==> config.mk <==
export PLATFORM = sky130hd
export DESIGN_NAME = vga_pattern_gen
export DESIGN_NICKNAME = d
export VERILOG_FILES = /design/src/rtl/vga_pattern_gen.sv
export SDC_FILE = /design/constraint.sdc
export NUM_CORES = 1
export LEC_CHECK = 0
export CORE_AREA = 2 2 68 70
export CTS_CLUSTER_DIAMETER = 40
export DETAILED_ROUTE_END_ITERATION = 16
export DIE_AREA = 0 0 70 72
export PLACE_DENSITY = 0.73
export SLEW_MARGIN = 20
export SYNTH_ARGS = -nofsm -noshare
export SYNTH_HDL_FRONTEND = slang
export SYNTH_SLANG_ARGS = --single-unit
export TNS_END_PERCENT = 1
==> constraint.sdc <==
create_clock -name clk -period 2.9 [get_ports clk]
set_input_delay 0.29 -clock clk [delete_from_list [all_inputs] [get_ports clk]]
set_output_delay 0.29 -clock clk [all_outputs]
set_load 0.1 [all_outputs]
==> src/rtl/vga_pattern_gen.sv <==
// rtl/vga_pattern_gen.sv - VGA timing generator with colour-bar and scrolling checkerboard test patterns
// Optional one-pixel white frame around the visible area: define VGA_PATTERN_GEN_BORDER_EN.
module vga_pattern_gen #(
   parameter int   H_ACTIVE  = 640,
   parameter int   H_FP      = 16,
   parameter int   H_SYNC    = 96,
   parameter int   H_BP      = 48,
   parameter int   V_ACTIVE  = 480,
   parameter int   V_FP      = 10,
   parameter int   V_SYNC    = 2,
   parameter int   V_BP      = 33,
   parameter int   CLK_DIV   = 2,
   parameter int   COLOR_W   = 1,
   parameter int   BAR_COUNT = 8,
   parameter logic SYNC_POL  = 1'b0
) (
   input  logic               clk,
   input  logic               rst_n,
   input  logic [1:0]         mode,
   output logic               hsync,
   output logic               vsync,
   output logic               de,
   output logic [COLOR_W-1:0] red,
   output logic [COLOR_W-1:0] green,
   output logic [COLOR_W-1:0] blue,
   output logic               frame_start
);

   localparam int H_TOTAL = H_ACTIVE + H_FP + H_SYNC + H_BP;
   localparam int V_TOTAL = V_ACTIVE + V_FP + V_SYNC + V_BP;
   localparam int HW      = $clog2(H_TOTAL + 1);
   localparam int VW      = $clog2(V_TOTAL + 1);
   localparam int DW      = (CLK_DIV > 1) ? $clog2(CLK_DIV) : 1;
   localparam int BAR_W   = H_ACTIVE / BAR_COUNT;
   localparam int BAR_H   = V_ACTIVE / BAR_COUNT;

   localparam logic [HW-1:0] H_LAST = HW'(H_TOTAL - 1);
   localparam logic [HW-1:0] H_VIS  = HW'(H_ACTIVE);
   localparam logic [HW-1:0] H_MAX  = HW'(H_ACTIVE - 1);
   localparam logic [HW-1:0] HS_BEG = HW'(H_ACTIVE + H_FP);
   localparam logic [HW-1:0] HS_END = HW'(H_ACTIVE + H_FP + H_SYNC);
   localparam logic [VW-1:0] V_LAST = VW'(V_TOTAL - 1);
   localparam logic [VW-1:0] V_VIS  = VW'(V_ACTIVE);
   localparam logic [VW-1:0] V_MAX  = VW'(V_ACTIVE - 1);
   localparam logic [VW-1:0] VS_BEG = VW'(V_ACTIVE + V_FP);
   localparam logic [VW-1:0] VS_END = VW'(V_ACTIVE + V_FP + V_SYNC);

   logic [DW-1:0] div_cnt;
   logic          pe;
   logic [HW-1:0] hcount;
   logic [VW-1:0] vcount;
   logic [7:0]    fcnt;
   logic [1:0]    mode_q;
   logic [1:0]    mode_eff;
   logic          at_origin;
   logic          visible;
   logic          hsync_d;
   logic          vsync_d;
   logic [2:0]    vb_code;
   logic [2:0]    hb_code;
   logic [2:0]    code;
   logic [4:0]    chk_sum;

   assign pe = (div_cnt == DW'(CLK_DIV - 1));

   // Mode is taken straight from the input on the first pixel so that pixel already shows the new pattern.
   always_comb begin
      at_origin = (hcount == '0) && (vcount == '0);
      mode_eff  = at_origin ? mode : mode_q;
      visible   = (hcount < H_VIS) && (vcount < V_VIS);
      hsync_d   = ((hcount >= HS_BEG) && (hcount < HS_END)) ? SYNC_POL : ~SYNC_POL;
      vsync_d   = ((vcount >= VS_BEG) && (vcount < VS_END)) ? SYNC_POL : ~SYNC_POL;
      vb_code   = 3'd7 - 3'(hcount / HW'(BAR_W));
      hb_code   = 3'd7 - 3'(vcount / VW'(BAR_H));
      chk_sum   = hcount[4:0] + fcnt[4:0];
      code      = '0;
      case (mode_eff)
         2'd0:    code = hb_code;
         2'd1:    code = vb_code;
         2'd2:    code = vb_code ^ hb_code;
         default: code = {3{chk_sum[4] ^ vcount[4]}};
      endcase
`ifdef VGA_PATTERN_GEN_BORDER_EN
      if ((hcount == '0) || (hcount == H_MAX) || (vcount == '0) || (vcount == V_MAX)) begin
         code = 3'b111;
      end
`endif
      if (!visible) begin
         code = '0;
      end
   end

   always_ff @(posedge clk) begin
      if (!rst_n) begin
         div_cnt     <= '0;
         hcount      <= '0;
         vcount      <= '0;
         fcnt        <= '0;
         mode_q      <= '0;
         hsync       <= ~SYNC_POL;
         vsync       <= ~SYNC_POL;
         de          <= 1'b0;
         red         <= '0;
         green       <= '0;
         blue        <= '0;
         frame_start <= 1'b0;
      end else begin
         div_cnt     <= pe ? '0 : div_cnt + 1'b1;
         frame_start <= pe && at_origin;
         if (pe) begin
            hsync <= hsync_d;
            vsync <= vsync_d;
            de    <= visible;
            red   <= {COLOR_W{code[2]}};
            green <= {COLOR_W{code[1]}};
            blue  <= {COLOR_W{code[0]}};
            if (at_origin) begin
               mode_q <= mode;
            end
            if (hcount == H_LAST) begin
               hcount <= '0;
               if (vcount == V_LAST) begin
                  vcount <= '0;
                  fcnt   <= fcnt + 8'd1;
               end else begin
                  vcount <= vcount + 1'b1;
               end
            end else begin
               hcount <= hcount + 1'b1;
            end
         end
      end
   end

endmodule
==> flow_metrics.tcl, run 1 <==
set metrics [dict create \
    io_pins 11 \
    dieArea_sq_um 5040 \
    synth-edff-count 0 \
    firstDrtPassIters 6 \
    overflow 0 \
    path_class "reg2reg" \
    critPathLaunch "vcount[1]" \
    cp-end-kind "flop" \
    hpwl_um 3430 \
    hold_path.class "reg2reg" \
    grt_pass1_vias 1808 \
    p_leak_nw 0.939 \
    synthXorXnorAreaFrac 0.0995 \
    fin_nets 301 \
    area_delta_synth_final_pct 9.19 \
    cts_root_buffer "clkbuf_8" \
    die_h_um 72 \
    drv_slew 0 \
    cts.repair.resized 0 \
    cts.sink_count 35 \
    seq_area_frac_synth 0.306 \
    synthDistinctLibCells 62 \
    gp_congestion 0.781 \
    synth.area.mux_share 0.0197 \
    worstReg2RegStart "vcount[1]" \
    holdCritStartpoint "de" \
    rr_worst_depth 9 \
    synth_fa_ha_area_frac 0.0481 \
    cap_violations 0 \
    async_reset_ff_frac 0 \
    reg2reg_setup_slack_ps 310 \
    grt_pass1_wl_um 8030 \
    drive_gt1_frac 0.114 \
    worstHoldPathCells 2 \
    grt_max_degree 18 \
    ant_nets 0 \
    portBuffers 10 \
    clkTransAtPathRegs_ps 80 \
    fin_skew_ps 9.83 \
    drt_iter0_markers 159 \
    critPathSlowestCell "or4b_4" \
    num_rows 24 \
    vias 1958 \
    synth_ff_type "dfxtp_1" \
    hold_end "de" \
    ys_seq_elements 35 \
    fp.coreArea_sq_um 4260 \
    rsz0062_at_grt "no" \
    synth-simple-area-share 0.291 \
    cts_buffers 5 \
    hold_viol 0 \
    cp-start-kind "flop" \
    via_per_inst 5.73 \
    path_cells "inv_1 > ha_1 > or4b_4 > nor3_4 > and3_1 > mux2i_2 > mux2i_1 > nand2_1 > a32o_1" \
    drc 0 \
    instances_no_fill 342 \
    synth_compound_area_frac 0.173 \
    crit_path_max_fanout 7 \
    cts_hold_buf 0 \
    syn_nets 298 \
    antenna_found_initial 0 \
    initial_utilization 0.537 \
    finalInstanceArea_sq_um 2500 \
    diodes 0 \
    yosys_warnings 0 \
    vdd_drop_max_v 0.000299 \
    post_cts_buffers 0 \
    synthDominantCellAreaShare 0.306 \
    yosys-top-cells-area "dfxtp_1, xnor2_1, nand2_1" \
    setup_tns_ps 0 \
    nFillCells 389 \
    htreeDepth 2 \
    synth_top_family_by_area "simple AND/OR/NAND/NOR gates" \
    place_inst 334 \
    clk_path_buf_depth 2 \
    worst_path_largest_cell_delay_ps 470 \
    crit_buf_inv 1 \
    die_width_um 70 \
    crit_family "simple AND/OR/NAND/NOR gates" \
    max_freq_mhz 386 \
    critPathArrivalTime_ps 2780 \
    worst_slew_pin_slew_ps 614 \
    reg2reg_to "red" \
    maxSlewHeadroom 0.585 \
    grt_use_total 0.200 \
    status "finished clean" \
    pwr_density_cell_nw_per_um2 482 \
    syn_area_sq_um 2290 \
    setup_violations 0 \
    postSynthAreaPerCell_sq_um 8.00 \
    min_period_ps 2590 \
    syn_inst 286 \
    clk_latency_ps 300 \
    cts_tree "yes" \
    yosys.area.top_type "dfxtp_1" \
    postPlaceCellArea_sq_um 2360 \
    fin_crit_sh 0.894 \
    crit_required_ps 3090 \
    routedWlPerCell_um 13.8 \
    wirelength_um 4720 \
]
-- power breakdown --
part	internal [mW]	switching, mW	total, mW
Clock	0.343	0.191	0.533
Sequential	0.494	0.0118	0.506
Combinational	0.0596	0.106	0.166
Total	0.896	0.308	1.20
-- Yosys cell counts, drive strengths merged, types with 2 or more instances --
master	n
a22oi	2
ha	8
nor3b	3
a31oi	3
a21o	2
xnor2	17
nor2	28
a21boi	4
xor2	9
nand2b	6
nor2b	5
o211a	3
nand3	12
nand4	10
clkbuf	14
a21oi	15
inv	8
buf	5
nor4	3
mux2i	3
dfxtp	35
o211ai	2
a22o	2
o31ai	2
o22ai	2
nand2	31
and3	4
or3	3
nor3	4
and2	7
o21ai	15
-- stage by stage --
| stage | util | power [mW] | setup slack (ps) | hold WS [ps] |
|---|---|---|---|---|
| after floorplan | - | 0.648 | 527 | 471 |
| after global placement | 0.554 | 0.680 | 431 | 434 |
| after detailed placement | 0.554 | 0.682 | 315 | 436 |
| after CTS | 0.586 | 1.22 | 300 | 447 |
| after global routing | 0.586 | 1.24 | 137 | 488 |
| final | 0.586 | 1.20 | 308 | 443 |
-- worst reg2reg max path, stage by stage, from the launching register on --
cell     delay [ps]
dfxtp_1         340
inv_1           100
ha_1            160
or4b_4          470
nor3_4          250
and3_1          230
mux2i_2         390
mux2i_1         230
nand2_1          70
a32o_1          240
-- layer usage --
metal  wire [um]  track usage  vias to the layer above
met2        2160        0.329                       38
met3         187       0.0403                       10
li1            -            -                     1010
met1        2220        0.249                      900
met5           0            0                        -
met4         147        0.107                        0
-- cells in the final DEF, fill, tap and decap left out, types with 2 or more instances in the layout --
cell,count
a21boi_0,4
clkdlybuf4s50_1,3
ha_1,8
and3_1,3
a31oi_1,3
nand4_1,9
nor3_1,3
o22ai_1,2
nand2b_1,6
o31ai_1,2
a22oi_1,2
nand3_1,12
a21o_1,2
nor2_2,2
a22o_1,2
inv_1,8
or3_1,3
o21ai_0,13
nand2_1,31
xnor2_1,17
o21ai_1,2
buf_4,12
dfxtp_1,35
a21oi_1,15
nor2b_1,5
nor3b_1,3
clkbuf_8,5
mux2i_1,2
o211a_1,3
nor4_1,3
xor2_1,9
bufinv_16,2
nor2_1,26
and2_1,6
-- kinds of logic after synthesis --
kind of cell | count (synthesis)
xor+xnor | 26
buf+inv | 27
flops | 35
simple gates | 125
mux | 4
fa+ha+maj | 9
compound gates | 60
-- area by class of cell --
class / count / area [sq um] / share of cell area
multi-input cells: 224 / 1450 / 0.579
well taps: 52 / 65.1 / 0.0260
clock buffers: 5 / 68.8 / 0.0275
flip-flops and latches: 35 / 701 / 0.280
clock inverters: 3 / 67.6 / 0.0270
inverters: 8 / 30.0 / 0.0120
repair buffers: 15 / 120 / 0.0481
-- registers in the layout, summed over array words and instances, names as in the netlist --
signal and cells:
de 1, blue 1, fcnt 5, mode_q 2
hcount 10, div_cnt 1, red 1, hsync 1
green 1, frame_start 1, vcount 10, vsync 1
-- how the worst max path moves through the flow --
stage          endpoint  slack (ps)  cells after the start
2_1_floorplan       red         530                      9
3_3_place_gp        red         430                      9
3_5_place_dp        red         310                      9
4_1_cts             red         300                      9
5_1_grt             red         140                      9
6_report            red         310                      9
Power figures use the tool's default switching activity.
==> run 2, diff against run 1 <==
==> constraint.sdc (replaced) <==
create_clock -name clk -period 2.9 [get_ports clk]
set_input_delay 0.435 -clock clk [delete_from_list [all_inputs] [get_ports clk]]
set_output_delay 0.435 -clock clk [all_outputs]
set_load 0.1 [all_outputs]
==> flow_metrics.tcl, run 2 (same netlist as run 1, synthesis figures left out) <==
set metrics [dict create \
    routedWlPerCell_um 14.2 \
    crit_required_ps 3080 \
    cts_tree "yes" \
    fin_crit_sh 0.878 \
    drive_gt1_frac 0.117 \
    io_pins 11 \
    fin_nets 302 \
    seqCellArea_sq_um 701 \
    reg_top3 "hcount: 10 flops, vcount: 10 flops, fcnt: 5 flops" \
    worst_slew_pin_slew_ps 683 \
    rsz0062_at_grt "no" \
    drt_iter0_markers 136 \
    antenna_found_initial 0 \
    wirelength_um 4860 \
    num_rows 24 \
    vias 1981 \
    crit_path_max_fanout 7 \
    drv_slew 0 \
    firstDrtPassIters 4 \
    dieArea_sq_um 5040 \
    htreeDepth 2 \
    hold_path.class "reg2reg" \
    cts.repair.resized 0 \
    path_class "reg2reg" \
    portBuffers 10 \
    p_leak_nw 0.941 \
    min_period_ps 2550 \
    grt_max_degree 18 \
    final_util 0.583 \
    max_freq_mhz 393 \
    clkTransAtPathRegs_ps 70 \
    cts_buffers 5 \
    maxSlewHeadroom 0.538 \
    overflow 0 \
    vdd_drop_max_v 0.000232 \
    cts_root_buffer "clkbuf_8" \
    critPathArrivalTime_ps 2730 \
    cp-start-kind "flop" \
    diodes 0 \
    fp.coreArea_sq_um 4260 \
    reg2reg_setup_slack_ps 350 \
    hpwl_um 3510 \
    grt_use_total 0.204 \
    cp-end-kind "flop" \
    status "finished clean" \
    post_cts_buffers 0 \
    multi_input_area_sq_um 1450 \
    via_per_inst 5.78 \
    layout_commonest_cell "dfxtp_1" \
    setup_violations 0 \
    cts_hold_buf 0 \
    final_cell_mix "dfxtp_1, nand2_1, nor2_1, xnor2_1, a21oi_1" \
    clk_path_buf_depth 2 \
    area_delta_synth_final_pct 8.69 \
    setup_ws_ps 355 \
    place_inst 335 \
    clk_latency_ps 290 \
    cap_violations 0 \
    grt_pass1_wl_um 8240 \
    instances_no_fill 343 \
    fin_skew_ps 8.28 \
    hold_viol 0 \
    setup_tns_ps 0 \
    die_width_um 70 \
    nFillCells 376 \
    die_h_um 72 \
    grt_pass1_vias 1838 \
    place_ws_ps 359 \
    pwr_density_cell_nw_per_um2 456 \
    initial_utilization 0.537 \
    ant_nets 0 \
    cts.sink_count 35 \
    drc 0 \
    gp_congestion 0.810 \
]
[run 2: cell types whose count changed in the layout (fill, tap and decap cells not counted), sizes merged]
cell	change
buf	+1
bufinv	-1
clkbuf	+1
clkinv	+1
clkinvlp	-1
[run 2: per-stage QoR]
stage | hold slack [ps] | total power [mW] | area, sq um
final | 444 | 1.13 | 2490
after global routing | 485 | 1.17 | 2490
after CTS | 448 | 1.15 | 2490
after detailed placement | 437 | 0.682 | 2370
after global placement | 432 | 0.680 | 2370
after floorplan | 471 | 0.648 | 2290
[run 2: critical path, stage by stage, from the launching register on]
cell	delay, ps
dfxtp_1	330
inv_1	100
ha_1	150
or4b_4	460
nor3_4	250
and3_1	240
mux2i_2	370
mux2i_1	240
nand2_1	70
a32o_1	230
[run 2: worst paths after layout]
kind / start / to / cells past startpoint
worst min register to register: de / de / 2
worst max register to register: vcount[0] / red / 9
worst max-delay path: vcount[0] / red / 9
worst min-delay path: de / de / 2
[run 2: per-layer routing]
layer  track usage  share of wire
met5             0              0
met4        0.0833          0.015
met3        0.0500          0.043
met2         0.344           0.47
met1         0.252           0.48
[run 2: area by class of cell]
class | instances | share of cell area
Timing Repair Buffer | 16 | 0.0513
Clock buffer | 6 | 0.0332
Tap cell | 52 | 0.0262
Sequential cell | 35 | 0.282
Clock inverter | 2 | 0.0141
Multi-Input combinational cell | 224 | 0.581
Inverter | 8 | 0.0121
[run 2: report_power, final]
part | total, mW | switching [mW] | internal (mW)
clock network | 0.463 | 0.185 | 0.278
registers | 0.506 | 0.0119 | 0.494
logic | 0.165 | 0.105 | 0.0595
==> run 3, diff against run 2 <==
- clock period: 2.9 -> 3.2 ns (I/O delays scaled with it)
==> flow_metrics.tcl, run 3 (same netlist as run 1, synthesis figures left out) <==
set metrics [dict create \
    vdd_drop_max_v 0.000170 \
    path_class "reg2reg" \
    min_period_ps 2550 \
    clkTransAtPathRegs_ps 70 \
    crit_family "simple AND/OR/NAND/NOR gates" \
    critPathLaunch "vcount[1]" \
    met1_usage 0.264 \
    clk_path_buf_depth 2 \
    hold_path.class "reg2reg" \
    setup_violations 0 \
    io_pins 11 \
    cp-end-kind "flop" \
    critPathSlowestCell "or4b_4" \
    hpwl_um 3340 \
    critPathArrivalTime_ps 2730 \
    grt_use_total 0.199 \
    setup_ws_ps 649 \
    total_power_uw 960 \
    grt_pass1_wl_um 8110 \
    drt_iter0_markers 112 \
    place_ws_ps 645 \
    drive_gt1_frac 0.0767 \
    cts.sink_count 35 \
    pwr_density_cell_nw_per_um2 391 \
    busiest_layer "met2" \
    fin_skew_ps 5.68 \
    crit_buf_inv 1 \
    grtUsageMet3 0.0361 \
    final_cell_mix "dfxtp_1, nand2_1, nor2_1, xnor2_1, a21oi_1" \
    worst_path_largest_cell_delay_ps 460 \
    holdCritStartpoint "de" \
    area_delta_synth_final_pct 7.38 \
    hold_viol 0 \
    place_inst 331 \
    cap_violations 0 \
    post_cts_buffers 0 \
    wirelength_um 4650 \
    instances_no_fill 339 \
    max_freq_mhz 392 \
    initial_utilization 0.537 \
    routedWlPerCell_um 13.7 \
    die_width_um 70 \
    crit_required_ps 3380 \
    cts.repair.resized 0 \
    use_met2 0.316 \
    firstDrtPassIters 4 \
    num_rows 24 \
    status "finished clean" \
    fin_nets 298 \
    portBuffers 10 \
    antenna_found_initial 0 \
    fin_crit_sh 0.797 \
    path_cells "inv_1 > ha_1 > or4b_4 > nor3_4 > and3_1 > mux2i_2 > mux2i_1 > nand2_1 > a32o_1" \
    via_per_inst 5.65 \
    drv_slew 0 \
    maxSlewHeadroom 0.344 \
    layout_commonest_cell "dfxtp_1" \
    p_leak_nw 0.902 \
    worstReg2RegStart "vcount[1]" \
    fp.coreArea_sq_um 4260 \
    worst_slew_pin_slew_ps 981 \
    clk_latency_ps 290 \
    crit_path_max_fanout 7 \
    drc 0 \
    cts_buffers 5 \
    cp-start-kind "flop" \
    overflow 0 \
    die_h_um 72 \
    cts_root_buffer "clkbuf_8" \
    gp_congestion 0.824 \
    dieArea_sq_um 5040 \
    cts_tree "yes" \
    grt_pass1_vias 1758 \
    ant_nets 0 \
    reg_top3 "hcount: 10 flops, vcount: 10 flops, fcnt: 5 flops" \
    reg2reg_setup_slack_ps 650 \
    cts_hold_buf 0 \
    rsz0062_at_grt "no" \
    htreeDepth 2 \
    grt_max_degree 18 \
    setup_tns_ps 0 \
    vias 1914 \
    diodes 0 \
]
[run 3: final timing paths]
path              endpoint  cells past startpoint
setup / recovery       red                      9
hold / removal          de                      2
setup reg to reg       red                      9
hold reg to reg         de                      2
[run 3: layout make-up]
cell class / count / area, sq um
well taps: 52 / 65.1
fillers: 404 / 1810
flip-flops and latches: 35 / 701
clock buffers: 8 / 100
repair buffers: 12 / 115
inverters: 8 / 30.0
multi-input cells: 224 / 1450
[run 3: tightest hold or removal path, delay by kind of cell, from the launching register on]
family / cells / cell delay [ps]
DFF: 1 / 310
and+or+nand+nor: 2 / 100
[run 3: routing by layer]
layer	part of all wire	routed length, um
met1	0.49	2300
met2	0.46	2120
met3	0.034	160
met4	0.015	70
met5	0	0
[run 3: through the flow]
| step | util | hold WS [ps] | area, sq um |
|---|---|---|---|
| after global routing | 0.576 | 492 | 2460 |
| after global placement | 0.553 | 433 | 2360 |
| after floorplan | - | 471 | 2290 |
| final | 0.576 | 450 | 2460 |
| after CTS | 0.576 | 454 | 2460 |
| after detailed placement | 0.553 | 443 | 2360 |
[run 3: report_power, final]
| group | internal (mW) | switching, mW |
|---|---|---|
| registers | 0.448 | 0.0104 |
| logic | 0.0556 | 0.0960 |
| clock network | 0.196 | 0.154 |
| total | 0.700 | 0.260 |
